[src/rtl/axi_slave_default_if.sv]
// AXI bus bundle shared by interconnect ports; S is the slave-side view.
interface AXI_INF #(
    parameter int unsigned ID_WIDTH   = 4,
    parameter int unsigned DATA_WIDTH = 32,
    parameter int unsigned ADDR_WIDTH = 32
);
    logic [ID_WIDTH-1:0]     WR_ADDR_ID;
    logic [ADDR_WIDTH-1:0]   WR_ADDR;
    logic [7:0]              WR_ADDR_LEN;
    logic [1:0]              WR_ADDR_BURST;
    logic                    WR_ADDR_VALID;
    logic                    WR_ADDR_READY;
    logic [DATA_WIDTH-1:0]   WR_DATA;
    logic [DATA_WIDTH/8-1:0] WR_STRB;
    logic                    WR_DATA_LAST;
    logic                    WR_DATA_VALID;
    logic                    WR_DATA_READY;
    logic [ID_WIDTH-1:0]     WR_BACK_ID;
    logic [1:0]              WR_BACK_RESP;
    logic                    WR_BACK_VALID;
    logic                    WR_BACK_READY;
    logic [ID_WIDTH-1:0]     RD_ADDR_ID;
    logic [ADDR_WIDTH-1:0]   RD_ADDR;
    logic [7:0]              RD_ADDR_LEN;
    logic [1:0]              RD_ADDR_BURST;
    logic                    RD_ADDR_VALID;
    logic                    RD_ADDR_READY;
    logic [ID_WIDTH-1:0]     RD_BACK_ID;
    logic [DATA_WIDTH-1:0]   RD_DATA;
    logic [1:0]              RD_DATA_RESP;
    logic                    RD_DATA_LAST;
    logic                    RD_DATA_VALID;
    logic                    RD_DATA_READY;

    modport S (
        input  WR_ADDR_ID, WR_ADDR, WR_ADDR_LEN, WR_ADDR_BURST, WR_ADDR_VALID,
        input  WR_DATA, WR_STRB, WR_DATA_LAST, WR_DATA_VALID, WR_BACK_READY,
        input  RD_ADDR_ID, RD_ADDR, RD_ADDR_LEN, RD_ADDR_BURST, RD_ADDR_VALID, RD_DATA_READY,
        output WR_ADDR_READY, WR_DATA_READY, WR_BACK_ID, WR_BACK_RESP, WR_BACK_VALID,
        output RD_ADDR_READY, RD_BACK_ID, RD_DATA, RD_DATA_RESP, RD_DATA_LAST, RD_DATA_VALID
    );

    modport M (
        output WR_ADDR_ID, WR_ADDR, WR_ADDR_LEN, WR_ADDR_BURST, WR_ADDR_VALID,
        output WR_DATA, WR_STRB, WR_DATA_LAST, WR_DATA_VALID, WR_BACK_READY,
        output RD_ADDR_ID, RD_ADDR, RD_ADDR_LEN, RD_ADDR_BURST, RD_ADDR_VALID, RD_DATA_READY,
        input  WR_ADDR_READY, WR_DATA_READY, WR_BACK_ID, WR_BACK_RESP, WR_BACK_VALID,
        input  RD_ADDR_READY, RD_BACK_ID, RD_DATA, RD_DATA_RESP, RD_DATA_LAST, RD_DATA_VALID
    );
endinterface

[src/rtl/axi_slave_default.sv]
// Default responder for an unconnected AXI slave port: accepts every burst and
// answers with a fixed error code; write and read sides are independent FSMs.
module axi_slave_default #(
    parameter int unsigned ID_WIDTH   = 4,
    parameter int unsigned DATA_WIDTH = 32,
    parameter logic [1:0]  RESP_CODE  = 2'b11,
    parameter logic [31:0] FILL_DATA  = 32'hDEAD_BEEF
) (
    input  logic clk,
    input  logic rst,
    AXI_INF.S    AXI_S,
    output logic proto_err
);
    localparam logic [DATA_WIDTH-1:0] FILL_WORD = DATA_WIDTH'(FILL_DATA);

    typedef enum logic [1:0] {W_IDLE, W_DATA, W_RESP} w_state_t;
    typedef enum logic       {R_IDLE, R_DATA}         r_state_t;

    w_state_t            w_state;
    r_state_t            r_state;
    logic [ID_WIDTH-1:0] wid;
    logic [7:0]          wlen;
    logic [7:0]          wcnt;
    logic [ID_WIDTH-1:0] rid;
    logic [7:0]          rlen;
    logic [7:0]          rcnt;
    logic                w_final;

    logic unused_inputs;
    assign unused_inputs = ^{AXI_S.WR_ADDR, AXI_S.WR_ADDR_BURST, AXI_S.WR_DATA,
                             AXI_S.WR_STRB, AXI_S.RD_ADDR, AXI_S.RD_ADDR_BURST};

    always_comb begin
        w_final = (wcnt == wlen);
    end

    // Write side: the burst ends on the beat count; WR_DATA_LAST is only audited.
    always_ff @(posedge clk or posedge rst) begin
        if (rst) begin
            w_state             <= W_IDLE;
            wid                 <= '0;
            wlen                <= '0;
            wcnt                <= '0;
            proto_err           <= 1'b0;
            AXI_S.WR_ADDR_READY <= 1'b0;
            AXI_S.WR_DATA_READY <= 1'b0;
            AXI_S.WR_BACK_ID    <= '0;
            AXI_S.WR_BACK_RESP  <= '0;
            AXI_S.WR_BACK_VALID <= 1'b0;
        end else begin
            case (w_state)
                W_IDLE: begin
                    AXI_S.WR_ADDR_READY <= 1'b1;
                    if (AXI_S.WR_ADDR_VALID && AXI_S.WR_ADDR_READY) begin
                        wid                 <= AXI_S.WR_ADDR_ID;
                        wlen                <= AXI_S.WR_ADDR_LEN;
                        wcnt                <= '0;
                        AXI_S.WR_ADDR_READY <= 1'b0;
                        AXI_S.WR_DATA_READY <= 1'b1;
                        w_state             <= W_DATA;
                    end
                end
                W_DATA: begin
                    if (AXI_S.WR_DATA_VALID && AXI_S.WR_DATA_READY) begin
                        if (AXI_S.WR_DATA_LAST != w_final)
                            proto_err <= 1'b1;
                        if (w_final) begin
                            AXI_S.WR_DATA_READY <= 1'b0;
                            AXI_S.WR_BACK_VALID <= 1'b1;
                            AXI_S.WR_BACK_ID    <= wid;
                            AXI_S.WR_BACK_RESP  <= RESP_CODE;
                            w_state             <= W_RESP;
                        end else begin
                            wcnt <= wcnt + 8'd1;
                        end
                    end
                end
                W_RESP: begin
                    if (AXI_S.WR_BACK_VALID && AXI_S.WR_BACK_READY) begin
                        AXI_S.WR_BACK_VALID <= 1'b0;
                        AXI_S.WR_ADDR_READY <= 1'b1;
                        w_state             <= W_IDLE;
                    end
                end
                default: w_state <= W_IDLE;
            endcase
        end
    end

    // Read side: LAST is precomputed for the next beat so it is registered with the data.
    always_ff @(posedge clk or posedge rst) begin
        if (rst) begin
            r_state             <= R_IDLE;
            rid                 <= '0;
            rlen                <= '0;
            rcnt                <= '0;
            AXI_S.RD_ADDR_READY <= 1'b0;
            AXI_S.RD_BACK_ID    <= '0;
            AXI_S.RD_DATA       <= '0;
            AXI_S.RD_DATA_RESP  <= '0;
            AXI_S.RD_DATA_LAST  <= 1'b0;
            AXI_S.RD_DATA_VALID <= 1'b0;
        end else begin
            case (r_state)
                R_IDLE: begin
                    AXI_S.RD_ADDR_READY <= 1'b1;
                    if (AXI_S.RD_ADDR_VALID && AXI_S.RD_ADDR_READY) begin
                        rid                 <= AXI_S.RD_ADDR_ID;
                        rlen                <= AXI_S.RD_ADDR_LEN;
                        rcnt                <= '0;
                        AXI_S.RD_ADDR_READY <= 1'b0;
                        AXI_S.RD_DATA_VALID <= 1'b1;
                        AXI_S.RD_BACK_ID    <= AXI_S.RD_ADDR_ID;
                        AXI_S.RD_DATA       <= FILL_WORD;
                        AXI_S.RD_DATA_RESP  <= RESP_CODE;
                        AXI_S.RD_DATA_LAST  <= (AXI_S.RD_ADDR_LEN == 8'd0);
                        r_state             <= R_DATA;
                    end
                end
                R_DATA: begin
                    AXI_S.RD_BACK_ID <= rid;
                    if (AXI_S.RD_DATA_VALID && AXI_S.RD_DATA_READY) begin
                        if (AXI_S.RD_DATA_LAST) begin
                            AXI_S.RD_DATA_VALID <= 1'b0;
                            AXI_S.RD_DATA_LAST  <= 1'b0;
                            AXI_S.RD_ADDR_READY <= 1'b1;
                            r_state             <= R_IDLE;
                        end else begin
                            rcnt               <= rcnt + 8'd1;
                            AXI_S.RD_DATA_LAST <= ((rcnt + 8'd1) == rlen);
                        end
                    end
                end
                default: r_state <= R_IDLE;
            endcase
        end
    end
endmodule

[src/flat_wrapper.sv]
// flat-port wrapper written by rule: the top's interface ports become plain ports
module axi_slave_default_flat 
#(
    parameter int unsigned ID_WIDTH   = 4,
    parameter int unsigned DATA_WIDTH = 32,
    parameter logic [1:0]  RESP_CODE  = 2'b11,
    parameter logic [31:0] FILL_DATA  = 32'hDEAD_BEEF
)
  (clk, rst, proto_err, AXI_S_WR_ADDR_ID, AXI_S_WR_ADDR, AXI_S_WR_ADDR_LEN, AXI_S_WR_ADDR_BURST, AXI_S_WR_ADDR_VALID, AXI_S_WR_DATA, AXI_S_WR_STRB, AXI_S_WR_DATA_LAST, AXI_S_WR_DATA_VALID, AXI_S_WR_BACK_READY, AXI_S_RD_ADDR_ID, AXI_S_RD_ADDR, AXI_S_RD_ADDR_LEN, AXI_S_RD_ADDR_BURST, AXI_S_RD_ADDR_VALID, AXI_S_RD_DATA_READY, AXI_S_WR_ADDR_READY, AXI_S_WR_DATA_READY, AXI_S_WR_BACK_ID, AXI_S_WR_BACK_RESP, AXI_S_WR_BACK_VALID, AXI_S_RD_ADDR_READY, AXI_S_RD_BACK_ID, AXI_S_RD_DATA, AXI_S_RD_DATA_RESP, AXI_S_RD_DATA_LAST, AXI_S_RD_DATA_VALID);
  AXI_INF #(.ID_WIDTH(ID_WIDTH), .DATA_WIDTH(DATA_WIDTH)) AXI_S_i ();
  input  logic clk;
  input  logic rst;
  output logic proto_err;
  input wire logic [$bits(AXI_S_i.WR_ADDR_ID)-1:0] AXI_S_WR_ADDR_ID;
  input wire logic [$bits(AXI_S_i.WR_ADDR)-1:0] AXI_S_WR_ADDR;
  input wire logic [$bits(AXI_S_i.WR_ADDR_LEN)-1:0] AXI_S_WR_ADDR_LEN;
  input wire logic [$bits(AXI_S_i.WR_ADDR_BURST)-1:0] AXI_S_WR_ADDR_BURST;
  input wire logic [$bits(AXI_S_i.WR_ADDR_VALID)-1:0] AXI_S_WR_ADDR_VALID;
  input wire logic [$bits(AXI_S_i.WR_DATA)-1:0] AXI_S_WR_DATA;
  input wire logic [$bits(AXI_S_i.WR_STRB)-1:0] AXI_S_WR_STRB;
  input wire logic [$bits(AXI_S_i.WR_DATA_LAST)-1:0] AXI_S_WR_DATA_LAST;
  input wire logic [$bits(AXI_S_i.WR_DATA_VALID)-1:0] AXI_S_WR_DATA_VALID;
  input wire logic [$bits(AXI_S_i.WR_BACK_READY)-1:0] AXI_S_WR_BACK_READY;
  input wire logic [$bits(AXI_S_i.RD_ADDR_ID)-1:0] AXI_S_RD_ADDR_ID;
  input wire logic [$bits(AXI_S_i.RD_ADDR)-1:0] AXI_S_RD_ADDR;
  input wire logic [$bits(AXI_S_i.RD_ADDR_LEN)-1:0] AXI_S_RD_ADDR_LEN;
  input wire logic [$bits(AXI_S_i.RD_ADDR_BURST)-1:0] AXI_S_RD_ADDR_BURST;
  input wire logic [$bits(AXI_S_i.RD_ADDR_VALID)-1:0] AXI_S_RD_ADDR_VALID;
  input wire logic [$bits(AXI_S_i.RD_DATA_READY)-1:0] AXI_S_RD_DATA_READY;
  output wire logic [$bits(AXI_S_i.WR_ADDR_READY)-1:0] AXI_S_WR_ADDR_READY;
  output wire logic [$bits(AXI_S_i.WR_DATA_READY)-1:0] AXI_S_WR_DATA_READY;
  output wire logic [$bits(AXI_S_i.WR_BACK_ID)-1:0] AXI_S_WR_BACK_ID;
  output wire logic [$bits(AXI_S_i.WR_BACK_RESP)-1:0] AXI_S_WR_BACK_RESP;
  output wire logic [$bits(AXI_S_i.WR_BACK_VALID)-1:0] AXI_S_WR_BACK_VALID;
  output wire logic [$bits(AXI_S_i.RD_ADDR_READY)-1:0] AXI_S_RD_ADDR_READY;
  output wire logic [$bits(AXI_S_i.RD_BACK_ID)-1:0] AXI_S_RD_BACK_ID;
  output wire logic [$bits(AXI_S_i.RD_DATA)-1:0] AXI_S_RD_DATA;
  output wire logic [$bits(AXI_S_i.RD_DATA_RESP)-1:0] AXI_S_RD_DATA_RESP;
  output wire logic [$bits(AXI_S_i.RD_DATA_LAST)-1:0] AXI_S_RD_DATA_LAST;
  output wire logic [$bits(AXI_S_i.RD_DATA_VALID)-1:0] AXI_S_RD_DATA_VALID;
  assign AXI_S_i.WR_ADDR_ID = AXI_S_WR_ADDR_ID;
  assign AXI_S_i.WR_ADDR = AXI_S_WR_ADDR;
  assign AXI_S_i.WR_ADDR_LEN = AXI_S_WR_ADDR_LEN;
  assign AXI_S_i.WR_ADDR_BURST = AXI_S_WR_ADDR_BURST;
  assign AXI_S_i.WR_ADDR_VALID = AXI_S_WR_ADDR_VALID;
  assign AXI_S_i.WR_DATA = AXI_S_WR_DATA;
  assign AXI_S_i.WR_STRB = AXI_S_WR_STRB;
  assign AXI_S_i.WR_DATA_LAST = AXI_S_WR_DATA_LAST;
  assign AXI_S_i.WR_DATA_VALID = AXI_S_WR_DATA_VALID;
  assign AXI_S_i.WR_BACK_READY = AXI_S_WR_BACK_READY;
  assign AXI_S_i.RD_ADDR_ID = AXI_S_RD_ADDR_ID;
  assign AXI_S_i.RD_ADDR = AXI_S_RD_ADDR;
  assign AXI_S_i.RD_ADDR_LEN = AXI_S_RD_ADDR_LEN;
  assign AXI_S_i.RD_ADDR_BURST = AXI_S_RD_ADDR_BURST;
  assign AXI_S_i.RD_ADDR_VALID = AXI_S_RD_ADDR_VALID;
  assign AXI_S_i.RD_DATA_READY = AXI_S_RD_DATA_READY;
  assign AXI_S_WR_ADDR_READY = AXI_S_i.WR_ADDR_READY;
  assign AXI_S_WR_DATA_READY = AXI_S_i.WR_DATA_READY;
  assign AXI_S_WR_BACK_ID = AXI_S_i.WR_BACK_ID;
  assign AXI_S_WR_BACK_RESP = AXI_S_i.WR_BACK_RESP;
  assign AXI_S_WR_BACK_VALID = AXI_S_i.WR_BACK_VALID;
  assign AXI_S_RD_ADDR_READY = AXI_S_i.RD_ADDR_READY;
  assign AXI_S_RD_BACK_ID = AXI_S_i.RD_BACK_ID;
  assign AXI_S_RD_DATA = AXI_S_i.RD_DATA;
  assign AXI_S_RD_DATA_RESP = AXI_S_i.RD_DATA_RESP;
  assign AXI_S_RD_DATA_LAST = AXI_S_i.RD_DATA_LAST;
  assign AXI_S_RD_DATA_VALID = AXI_S_i.RD_DATA_VALID;
  axi_slave_default #(.ID_WIDTH(ID_WIDTH), .DATA_WIDTH(DATA_WIDTH), .RESP_CODE(RESP_CODE), .FILL_DATA(FILL_DATA)) u_core (.clk(clk), .rst(rst), .AXI_S(AXI_S_i), .proto_err(proto_err));
endmodule
[config.mk]
export PLATFORM = sky130hd
export DESIGN_NAME = axi_slave_default_flat
export DESIGN_NICKNAME = d
export VERILOG_FILES = /design/src/rtl/axi_slave_default_if.sv /design/src/rtl/axi_slave_default.sv /design/src/flat_wrapper.sv
export SDC_FILE = /design/constraint.sdc
export NUM_CORES = 1
export LEC_CHECK = 0
export ABC_AREA = 1
export CAP_MARGIN = 5
export CORE_MARGIN = 4
export CORE_UTILIZATION = 40
export CTS_BUF_LIST = sky130_fd_sc_hd__clkbuf_4
export CTS_CLUSTER_SIZE = 16
export DETAILED_ROUTE_END_ITERATION = 10
export PLACE_DENSITY = 0.84
export SLEW_MARGIN = 10
export SYNTH_ARGS = -nofsm -noshare
export SYNTH_HDL_FRONTEND = slang
export SYNTH_SLANG_ARGS = --single-unit
export TNS_END_PERCENT = 20
[constraint.sdc]
create_clock -name clk -period 5 [get_ports clk]
set_clock_uncertainty 0.1 [all_clocks]
set_input_delay 0.5 -clock clk [delete_from_list [all_inputs] [get_ports clk]]
set_output_delay 0.5 -clock clk [all_outputs]
set_load 0.03 [all_outputs]
# ---- Word level (Yosys, flattened, before mapping)
# Index checks and enable logic that the tools add are counted.
dict set report op_classes {
  bitwise_logic 1
  n_mux 42
  n_addsub 2
  n_eq_ne 14
  reduce_logical 23
}
# cell count
set op_table {}
lappend op_table {{two-way mux 8 bit} 6}
lappend op_table {{one-hot mux 8 bit (2 select lines)} 2}
lappend op_table {{two-way mux 1 bit} 20}
lappend op_table {{adder 8 x 1 -> 8 bit, second input constant} 2}
lappend op_table {{== test 8 bit} 2}
lappend op_table {{AND reduction 4 bit} 4}
lappend op_table {{one-hot mux 1 bit (2 select lines)} 7}
lappend op_table {{inequality test 2 x 1 -> 1 bit, second input constant} 6}
lappend op_table {{AND reduction 3 bit} 4}
lappend op_table {{AND reduction 2 bit} 5}
lappend op_table {{logical NOT 8 bit} 1}
lappend op_table {{two-way mux 2 bit} 4}
lappend op_table {{one-hot mux 4 bit (2 select lines)} 1}
lappend op_table {{inequality test 2 bit, second input constant} 3}
lappend op_table {{one-hot mux 2 bit (3 select lines)} 1}
lappend op_table {{nonzero test 2 bit} 3}
lappend op_table {{logical AND 1 bit} 5}
lappend op_table {{two-way mux 4 bit} 1}
lappend op_table {{== test 2 x 1 -> 1 bit, second input constant} 1}
lappend op_table {{== test 2 bit, second input constant} 1}
lappend op_table {{logical NOT 2 bit} 1}
lappend op_table {{inequality test 1 bit} 1}
lappend op_table {{NOT 1 bit} 1}
dict set report totals {
  inputBits 136
  reg_bits 61
  output_inout_bits 51
  elab_cells 102
}

# ---- Logic depth before layout (Yosys ltp)
dict set report logic_depth {
  depth_word 5
  depth_mapped 11
  mapped_depth_nobuf 11
}

# ---- Worst setup path before layout
# No wires, ideal clock.
dict set report synth_path {
  path_type {reg-to-output}
  start {reg u_core.AXI_S.RD_DATA_RESP[0] (netlist name)}
  end {out AXI_S_RD_DATA[10]}
  stages_incl_launch_ff 2
  setup_slack_ps 3261
  arrival_ps 1139
  path_buffers 1
  cell_sequence {dfrtp_1 > buf_4}
}
# element line_no
set synth_rtl {}
lappend synth_rtl {{end: declaration} flat_wrapper.sv:37} ;# output wire logic [$bits(AXI_S_i.RD_DATA)-1:0] AXI_S_RD_DATA;

==> impl_metrics.csv <==
group,metric,value,unit
placed_design,dp_hpwl,5.03,mm
sta,worst_pin_slew,0.750,ns
detailed_routing,wl_per_cell,11.8,um
logic_synthesis,synth_area_per_cell,8.07,um^2
power,p_seq_share,48.8,%
sta,layout_min_cycle_time,2.60,ns
sta,whs,0.384,ns
setup_path,cp_data_arrival_time,2.00,ns
detailed_routing,via_per_inst,4.71,
final_layout,fillers,742,
cts,clock_latency,0.41,ns
logic_synthesis,syn_inst,402,
power,power,1.10,mW
cts,cts_max_level,3,
power,ir_worst_vdd,156,uV
logic_synthesis,synth-main-ff-cell,"dfrtp_1",
cts,cts_buffer_depth,2,
global_route,grt_overflow_total,0,
setup_path,end_kind,"output pin",
cts,root_buffer,"clkbuf_4",
setup_path,crit_slowest_cell,"clkdlybuf4s50_1",
sta,finalCritPeriodShare,52.0,%
detailed_routing,drc_errors,0,
final_layout,final_common_cell,"nand2_1",
global_route,grtUsageMet2,24.1,%
power,switching_share,28.5,%
power,intPower,0.784,mW
power,clkPwrFrac,36.9,%
floorplanning,std_cell_rows,32,
detailed_routing,ant_nets,0,
floorplanning,die_w,98.0,um
global_route,grt_pass1_vias,2552,
floorplanning,dieArea,9610,um^2
floorplanning,coreArea,7810,um^2
logic_synthesis,ys_seq_area_share,46.3,%
cts,numClockSinks,60,
power,p_sw,0.312,mW
global_route,grtUsageMet1,18.0,%
global_route,busiest_layer,"met2",
logic_synthesis,synth_edf_count,0,
final_layout,antennaDiodeCount,0,
cts,cts_tree,"done",
sta,hold_viol_final,0,
floorplanning,start_util,41.5,%
setup_path,crit_buf_inv,1,
setup_path,cp_top_family,"buffers and inverters",
final_layout,syn_to_final_growth,23.7,%
floorplanning,io_pins,187,
power,p_comb_share,14.3,%
setup_path,critPathLaunchType,"flop",
global_route,antenna_found_initial,0,
sta,maxSlewHeadroom,50.0,%
detailed_routing,routed_wl,6.65,mm
sta,max_freq,384,MHz
status,outcome,"finished, final reports clean",
sta,drv_slew,0,
detailed_routing,first_pass_iters,5,
placed_design,io_buffers,74,
cts,cts_setup_buffers,0,
setup_path,cp_slowest_stage_delay,0.82,ns
floorplanning,die_h,98.0,um
logic_synthesis,ys_ff_latch,60,
setup_path,cp_cell_sequence,"clkdlybuf4s50_1",
detailed_routing,vias,2645,
placed_design,routabilityCongestion,0.823,
global_route,grt_first_pass_wirelength,11.5,mm
sta,rsz0062_at_grt,"false",
cts,clk_pin_slew_worst_paths,0.12,ns
power,p_per_area,273,nW/um^2
final_layout,nets,593,
cts,cts_hold_repair.buffers,0,
logic_synthesis,ys_types,39,
sta,finalSetupViolations,0,
final_layout,drive_gt1_share,10.0,%
global_route,grt_max_degree,61,
sta,tns,0,ns
logic_synthesis,async_flop_share,100,%
logic_synthesis,yosys_warnings,0,
global_route,grt_use_total,14.5,%
logic_synthesis,netlist_area,3240,um^2
setup_path,critical_path.max_fanout,27,
setup_path,path_class,"flop to output pin",
hold_path,hp-class,"flop to flop",
power,p_leak,2.04,nW
cts,cts_buffers,9,
final_layout,fin_util,51.4,%
cts,cts.repair.resized,0,
detailed_routing,drt_iter0_drc,98,
final_layout,final_cell_mix,"134 x nand2_1, 74 x clkdlybuf4s50_1, 60 x dfrtp_1",
global_route,grt_use_met3,4.21,%
setup_path,crit_required,4.40,ns
run,max-cap-violations,0,
## worst paths after layout
check                           depth (start not counted)                                startpoint  slack, ns                                     end
worst max-delay path                                    1  u_core.AXI_S.RD_DATA_RESP[0]$_DFFE_PP0P_       2.40                       AXI_S_RD_DATA[21]
worst min-delay path                                    2    u_core.AXI_S.WR_BACK_ID[1]$_DFFE_PP0P_       0.38  u_core.AXI_S.WR_BACK_ID[1]$_DFFE_PP0P_
worst max register to register                          6             u_core.w_state[1]$_DFFE_PP0P_       2.93              u_core.wcnt[2]$_DFFE_PP0P_
worst min register to register                          2    u_core.AXI_S.WR_BACK_ID[1]$_DFFE_PP0P_       0.38  u_core.AXI_S.WR_BACK_ID[1]$_DFFE_PP0P_
max in group asynchronous                               3                                       rst       3.79   u_core.AXI_S.RD_DATA_LAST$_DFFE_PP0P_
min in group asynchronous                               3                                       rst       0.51               u_core.wid[0]$_DFFE_PP0P_
## cell type report
class	count	area [um^2]	share of cell area [%]
inverter	43	164	4.08
sequential	60	1500	37.4
clock inverter	7	98.8	2.46
clock buffer	9	67.6	1.68
tap	102	128	3.18
timing repair buffer	75	748	18.6
multi-input combinational	266	1310	32.5
## sequential cells by signal, indices dropped and copies added, names as in the netlist, 2 cells and up
signal	count
u_core.rcnt	8
u_core.rlen	8
u_core.wcnt	8
u_core.wlen	8
u_core.AXI_S.RD_BACK_ID	4
u_core.AXI_S.WR_BACK_ID	4
u_core.rid	4
u_core.wid	4
u_core.w_state	2
## per-layer routing
| metal | share of wire [%] | routed length [um] |
|---|---|---|
| met2 | 49 | 3260 |
| met4 | 1.4 | 95 |
| met1 | 43 | 2850 |
| met3 | 6.7 | 448 |
| met5 | 0 | 0 |
## power by group through the flow
| stage | clock network, mW | registers [mW] | logic (mW) |
|---|---|---|---|
| after CTS | 0.418 | 0.535 | 0.160 |
| after global placement | 0 | 0.543 | 0.155 |
| after floorplan | 0 | 0.551 | 0.0999 |
| after global routing | 0.438 | 0.539 | 0.177 |
| final | 0.404 | 0.535 | 0.157 |
| after detailed placement | 0 | 0.544 | 0.160 |
## logic make-up (layout without fill, tap and decap cells)
family / Yosys count / count (layout) / synth area share (%)
simple gates: 205 / 205 / 28.0
buf+inv: 83 / 134 / 14.3
flops: 60 / 60 / 46.3
compound gates: 44 / 44 / 8.68
xor+xnor: 7 / 7 / 1.89
fa+ha+maj: 2 / 2 / 0.771
other cells: 1 / 8 / 0.116
## Yosys cell counts (all sizes together) (2+ instances only)
master | instances | area share (%)
inv | 43 | 5.1
nand2 | 138 | 16
o21bai | 2 | 0.46
o22ai | 6 | 1.2
clkbuf | 3 | 0.35
a21oi | 4 | 0.73
nor3 | 2 | 0.66
nor4 | 2 | 0.39
nor2 | 22 | 3.4
ha | 2 | 0.77
nand3b | 3 | 0.69
dfrtp | 60 | 46
nand3 | 29 | 4.6
o211ai | 3 | 0.69
xnor2 | 6 | 1.6
o21ai | 26 | 4.9
buf | 37 | 8.9
or2 | 4 | 0.77
nand4 | 4 | 0.77
## per-stage QoR
step	cell area (um^2)	setup WS, ns	std cells
2_1_floorplan	3270	2.92	409
3_3_place_gp	3850	2.47	546
3_5_place_dp	3850	2.39	546
4_1_cts	4010	2.32	562
5_1_grt	4010	2.18	562
6_report	4010	2.40	562
(Power assumes the default switching activity.)
